**config.mk**
```make
export PLATFORM = sky130hd
export DESIGN_NAME = accum_driver
export DESIGN_NICKNAME = d
export VERILOG_FILES = /design/src/rtl/accum_driver.sv
export SDC_FILE = /design/constraint.sdc
export NUM_CORES = 1
export LEC_CHECK = 0
export ABC_AREA = 1
export BUFFER_PORTS_ARGS = -buffer_cell sky130_fd_sc_hd__buf_2
export CAP_MARGIN = 20
export CORE_ASPECT_RATIO = 0.7
export CORE_MARGIN = 1
export CORE_UTILIZATION = 47
export CTS_CLUSTER_SIZE = 10
export DETAILED_ROUTE_END_ITERATION = 10
export PLACE_DENSITY = 0.71
export SETUP_SLACK_MARGIN = 0.1
export SLEW_MARGIN = 10
export SYNTH_ARGS = -nofsm -noshare
export SYNTH_HDL_FRONTEND = slang
export SYNTH_SLANG_ARGS = --single-unit
```
**constraint.sdc**
```tcl
create_clock -name i_clk -period 2.45 [get_ports i_clk]
set_input_delay 0.245 -clock i_clk [delete_from_list [all_inputs] [get_ports i_clk]]
set_output_delay 0.245 -clock i_clk [all_outputs]
set_load 0.02 [all_outputs]
```
**src/rtl/accum_driver.sv**
```systemverilog
// accum_driver: initiator for an accumulator's four-phase en/done add handshake.
// Issues an arithmetic operand sequence (base, base+stride, ...), tracks the
// expected accumulator value and compares it with the accumulator at the end.
module accum_driver #(
   parameter int unsigned ACCUM_WIDTH = 64,
   parameter int unsigned ADD_WIDTH   = 32,
   parameter int unsigned CNT_WIDTH   = 16,
   parameter int unsigned TIMEOUT     = 255
) (
   input  logic                   i_clk,
   input  logic                   i_reset,
   input  logic                   i_cmd_valid,
   output logic                   o_cmd_ready,
   input  logic [CNT_WIDTH-1:0]   i_cmd_count,
   input  logic [ADD_WIDTH-1:0]   i_cmd_base,
   input  logic [ADD_WIDTH-1:0]   i_cmd_stride,
   output logic                   o_en,
   output logic [ADD_WIDTH-1:0]   o_add,
   input  logic                   i_done,
   input  logic [ACCUM_WIDTH-1:0] i_accum,
   output logic                   o_busy,
   output logic                   o_seq_done,
   output logic                   o_seq_ok,
   output logic                   o_err_timeout,
   output logic [CNT_WIDTH-1:0]   o_issued,
   output logic [ACCUM_WIDTH-1:0] o_expected
);

   // Wait counter only needs to reach TIMEOUT-1 before the abort fires.
   localparam int unsigned TMO_W = (TIMEOUT > 1) ? $clog2(TIMEOUT) : 1;

   typedef enum logic [2:0] {
      S_IDLE    = 3'd0,
      S_ARM     = 3'd1,
      S_ASSERT  = 3'd2,
      S_RELEASE = 3'd3,
      S_CHECK   = 3'd4
   } state_t;

   state_t                 r_state;
   state_t                 w_state_nxt;

   logic [TMO_W-1:0]       r_tmo_cnt;
   logic [CNT_WIDTH-1:0]   r_count;
   logic [ADD_WIDTH-1:0]   r_stride;
   logic [ADD_WIDTH-1:0]   r_operand;
   logic [ACCUM_WIDTH-1:0] r_expected;
   logic [CNT_WIDTH-1:0]   r_issued;

   logic                   r_en;
   logic                   r_cmd_ready;
   logic                   r_busy;
   logic                   r_seq_done;
   logic                   r_seq_ok;
   logic                   r_err_timeout;

   logic                   w_en_nxt;
   logic                   w_cmd_ready_nxt;
   logic                   w_busy_nxt;
   logic                   w_seq_done_nxt;
   logic                   w_seq_ok_nxt;
   logic                   w_err_timeout_nxt;

   logic                   w_accept;
   logic                   w_ack;
   logic                   w_wait;
   logic                   w_progress;
   logic                   w_tmo_hit;
   logic                   w_abort;

   assign w_accept   = (r_state == S_IDLE) && i_cmd_valid;
   assign w_ack      = (r_state == S_ASSERT) && i_done;
   assign w_wait     = (r_state == S_ARM) || (r_state == S_ASSERT) || (r_state == S_RELEASE);
   // ASSERT waits for done=1; ARM and RELEASE wait for done=0.
   assign w_progress = (r_state == S_ASSERT) ? i_done : !i_done;
   assign w_tmo_hit  = w_wait && (r_tmo_cnt == TMO_W'(TIMEOUT - 1));
   // A handshake completing on the last allowed cycle still wins over the abort.
   assign w_abort    = w_tmo_hit && !w_progress;

   // State register.
   always_ff @(posedge i_clk) begin
      if (i_reset) begin
         r_state <= S_IDLE;
      end else begin
         r_state <= w_state_nxt;
      end
   end

   // Next-state logic.
   always_comb begin
      w_state_nxt = r_state;
      unique case (r_state)
         S_IDLE: begin
            if (i_cmd_valid) w_state_nxt = S_ARM;
         end
         S_ARM: begin
            if (!i_done)      w_state_nxt = (r_count == '0) ? S_CHECK : S_ASSERT;
            else if (w_abort) w_state_nxt = S_IDLE;
         end
         S_ASSERT: begin
            if (i_done)       w_state_nxt = S_RELEASE;
            else if (w_abort) w_state_nxt = S_IDLE;
         end
         S_RELEASE: begin
            if (!i_done)      w_state_nxt = (r_issued == r_count) ? S_CHECK : S_ASSERT;
            else if (w_abort) w_state_nxt = S_IDLE;
         end
         S_CHECK: begin
            w_state_nxt = S_IDLE;
         end
         default: begin
            w_state_nxt = S_IDLE;
         end
      endcase
   end

   // Output logic: next values for the registered handshake and status outputs.
   always_comb begin
      w_en_nxt          = (w_state_nxt == S_ASSERT);
      w_cmd_ready_nxt   = (w_state_nxt == S_IDLE);
      w_busy_nxt        = (w_state_nxt != S_IDLE);
      w_seq_done_nxt    = 1'b0;
      w_seq_ok_nxt      = 1'b0;
      w_err_timeout_nxt = r_err_timeout;
      if (w_accept) begin
         w_err_timeout_nxt = 1'b0;
      end
      if (r_state == S_CHECK) begin
         w_seq_done_nxt = 1'b1;
         w_seq_ok_nxt   = (i_accum == r_expected);
      end
      if (w_abort) begin
         w_seq_done_nxt    = 1'b1;
         w_seq_ok_nxt      = 1'b0;
         w_err_timeout_nxt = 1'b1;
      end
   end

   // Registered outputs.
   always_ff @(posedge i_clk) begin
      if (i_reset) begin
         r_en          <= 1'b0;
         r_cmd_ready   <= 1'b1;
         r_busy        <= 1'b0;
         r_seq_done    <= 1'b0;
         r_seq_ok      <= 1'b0;
         r_err_timeout <= 1'b0;
      end else begin
         r_en          <= w_en_nxt;
         r_cmd_ready   <= w_cmd_ready_nxt;
         r_busy        <= w_busy_nxt;
         r_seq_done    <= w_seq_done_nxt;
         r_seq_ok      <= w_seq_ok_nxt;
         r_err_timeout <= w_err_timeout_nxt;
      end
   end

   // Command capture, operand stepping, expected-sum tracking and wait timer.
   always_ff @(posedge i_clk) begin
      if (i_reset) begin
         r_tmo_cnt  <= '0;
         r_count    <= '0;
         r_stride   <= '0;
         r_operand  <= '0;
         r_expected <= '0;
         r_issued   <= '0;
      end else begin
         if (w_state_nxt != r_state) begin
            r_tmo_cnt <= '0;
         end else if (w_wait) begin
            r_tmo_cnt <= r_tmo_cnt + TMO_W'(1);
         end

         if (w_accept) begin
            r_count    <= i_cmd_count;
            r_stride   <= i_cmd_stride;
            r_operand  <= i_cmd_base;
            r_expected <= i_accum;
            r_issued   <= '0;
         end else if (w_ack) begin
            r_expected <= r_expected + ACCUM_WIDTH'(r_operand);
            r_issued   <= r_issued + CNT_WIDTH'(1);
            r_operand  <= r_operand + r_stride;
         end
      end
   end

   assign o_en          = r_en;
   assign o_add         = r_operand;
   assign o_cmd_ready   = r_cmd_ready;
   assign o_busy        = r_busy;
   assign o_seq_done    = r_seq_done;
   assign o_seq_ok      = r_seq_ok;
   assign o_err_timeout = r_err_timeout;
   assign o_issued      = r_issued;
   assign o_expected    = r_expected;

endmodule

```
==> results.cfg <==
[critical_path]
r2r_slack_ps = 90
cpMaxStageDelayCell = dfxtp_4
cp_max_fo = 4
crit_top_cell = nand2_2
rr_startpoint = o_add[0]
cp-end-kind = flop
worstPathRequired_ps = 2780
critPathKind = flop to flop
crit_chain = ha_4 -> inv_1 -> fa_2 -> nand3b_1 -> nand2_2 -> nand2_1 -> nand2_2 -> nand2_1 -> nand2_2 -> xor2_1 -> o21bai_1 -> a21oi_2
arrival_ps = 2690
r2r_end = o_add[10]
path_buf_inv = 1
cp_top_family = simple AND/OR/NAND/NOR gates
ff2ff_path_depth = 12
cp-start-kind = flop
cpPeakStageDelay_ps = 390

[hold_path]
hold_start = i_cmd_stride[12]
whs_path_depth = 3
min_to = r_stride[12]
hold_class = input port to flop

[yosys]
ys_ff_latch = 177
syn_avg_cell_area_um2 = 6.02
synth_area_mm2 = 0.0143
synth_seq_area_share = 0.248
ys_top_cells_by_area = dfxtp_1 25%, nand2_1 18%, inv_1 10%
synth_warnings = 0
synth_top_area_share = 0.248
synth_nets = 2592
synth_top_area_cell = dfxtp_1
synth_cell_type_count = 58
syn_inst = 2375

[final_layout]
design_area_mm2 = 0.0178
mostFrequentLayoutCells = 649 x nand2_1, 383 x inv_1, 264 x buf_2, 216 x nor2_1, 158 x dfxtp_1
layout.nets = 2916
syn_to_final_growth_pct = 24.4
layout_commonest_cell = nand2_1
post-route-util = 0.593
drive_gt1_frac = 0.209
finalNonFillerCells = 3127

[drt]
wl_um = 63700
drt-met1-wl_um = 27800
met3WireLength_um = 7480
viasPerCell = 5.58
routedWlPerCell_um = 20.4
drtIter0Drc = 1847
drt-pass1-iter-count = 6
antenna_left = 0
vias = 17500
top_layer = met5
drc = 0
wl_met2_um = 26300

[placement]
dp_slack_ps = -297
portBuffers = 265
dp_hpwl_um = 49900
post-place-cells = 3084
placed_area_mm2 = 0.0165
routabilityCongestion = 1.07

[sta]
finalSetupViolations = 0
rsz0062_at_grt = yes
whs_ps = 27.1
fin_ws_ps = 87.7
worst_clock_skew_ps = 15.7
setup_tns_ps = 0
timing.slew.headroom = 0.270
post-route-min-period_ps = 2360
max_freq_ghz = 0.423
worstMarginPinSlew_ps = 1100
maxSlewViolCount = 0
finalCritPeriodShare = 0.964
hold_violations = 0

[power_and_ir_drop]
p_leak_nw = 8.83
ir_worst_vdd_uv = 381
power_mw = 9.59
power_density_mw_per_mm2 = 540

[clock_tree]
clk_path_buf_depth = 2
postCtsHoldBufs = 0
cts_tree = done
cts_num_sinks = 177
cts-buffers-inserted = 17
cts-htree-levels = 4
clockRootBuffer = clkbuf_16
insertion_delay_ps = 470
clkTransAtPathRegs_ps = 80

[global_routing]
grt_max_degree = 109
gr-total-overflow = 0
grt_pass1_vias = 15700
grt_usage = 0.397
grt_first_pass_wirelength_um = 91800
antenna_found_initial = 2

[die]
die_h_um = 148
rows = 53
ioPinCount = 266
die_area_mm2 = 0.0311
fp.dieW_um = 210
fp.coreArea_mm2 = 0.0300
start_util = 0.477

[flow_run]
maxCapViolCount = 0

[run_status]
status = finished clean
[cell type report]
class                           instances  area [µm²]
Fill cell                            3019       12200
Multi-Input combinational cell       1746        9360
Sequential cell                       177        3570
Timing Repair Buffer                  368        2220
Inverter                              389        1460
Tap cell                              412         515
Clock buffer                           17         425
Clock inverter                         15         210
Antenna cell                            3        7.51
[tightest hold or removal path: stages]
cell	delay [ps]
buf_2	70
o21ai_0	70
nor2_1	70
[flip-flops by register name, summed over array words and instances, names as in the netlist]
name and count:
o_add 32, o_seq_ok 1, o_err_timeout 1, o_en 1, r_state 3, r_count 16
o_expected 64, o_cmd_ready 1, o_issued 16, o_busy 1, o_seq_done 1, r_tmo_cnt 8
r_stride 32
[routing by layer]
layer / global-route usage / vias to the layer above
met2: 0.582 / 940
met3: 0.108 / 114
met1: 0.557 / 8050
met5: 0 / -
met4: 0.133 / 2
li1: - / 8355
[power breakdown]
part / leakage, nW / switching (mW) / internal, mW
clock network: 0.305 / 1.55 / 1.50
registers: 1.46 / 0.344 / 3.12
logic: 7.06 / 1.97 / 1.12
total: 8.83 / 3.86 / 5.74
[Yosys cell counts (all sizes together)]
cell and n:
o21a 3, a22oi 1, nand3b 12, o21bai 12
o22ai 64, and3 3, nor2 256, nor3 34
ha 67, a21oi 159, fa 2, xnor2 16
clkinv 1, xor2 36, a21boi 2, o221ai 1
dfxtp 177, nand4 44, o21ai 126, nand3 146
and2 3, nor4 18, o211ai 6, or2 11
nor4b 1, a221oi 1, a21o 2, buf 37
nand2 672, o2111ai 1, clkbuf 26, nor3b 1
a22o 15, a31oi 31, inv 388
[worst max path at each step]
stage | slack (ps) | startpoint | endpoint | depth (start not counted)
after floorplan | 190 | o_expected[0] | o_expected[62] | 17
after global placement | -180 | o_add[0] | o_add[10] | 12
after detailed placement | -300 | o_add[0] | o_add[10] | 12
after CTS | 30 | o_add[0] | o_add[10] | 12
after global routing | 50 | o_add[15] | o_add[29] | 9
final | 90 | o_add[0] | o_add[10] | 12
[repair_timing]
action	4_1_cts	5_1_grt
pin swaps	1	7
gates cloned	1	2
setup endpoints to repair	35	97
resized for setup	19	118
buffers inserted	0	5
[cells by family after synthesis]
logic type,after synthesis,synth area share
simple gates,1201,0.361
buf+inv,452,0.130
compound gates,424,0.167
flops,177,0.248
fa+ha+maj,69,0.0615
xor+xnor,52,0.0319
(Power assumes the default switching activity.)
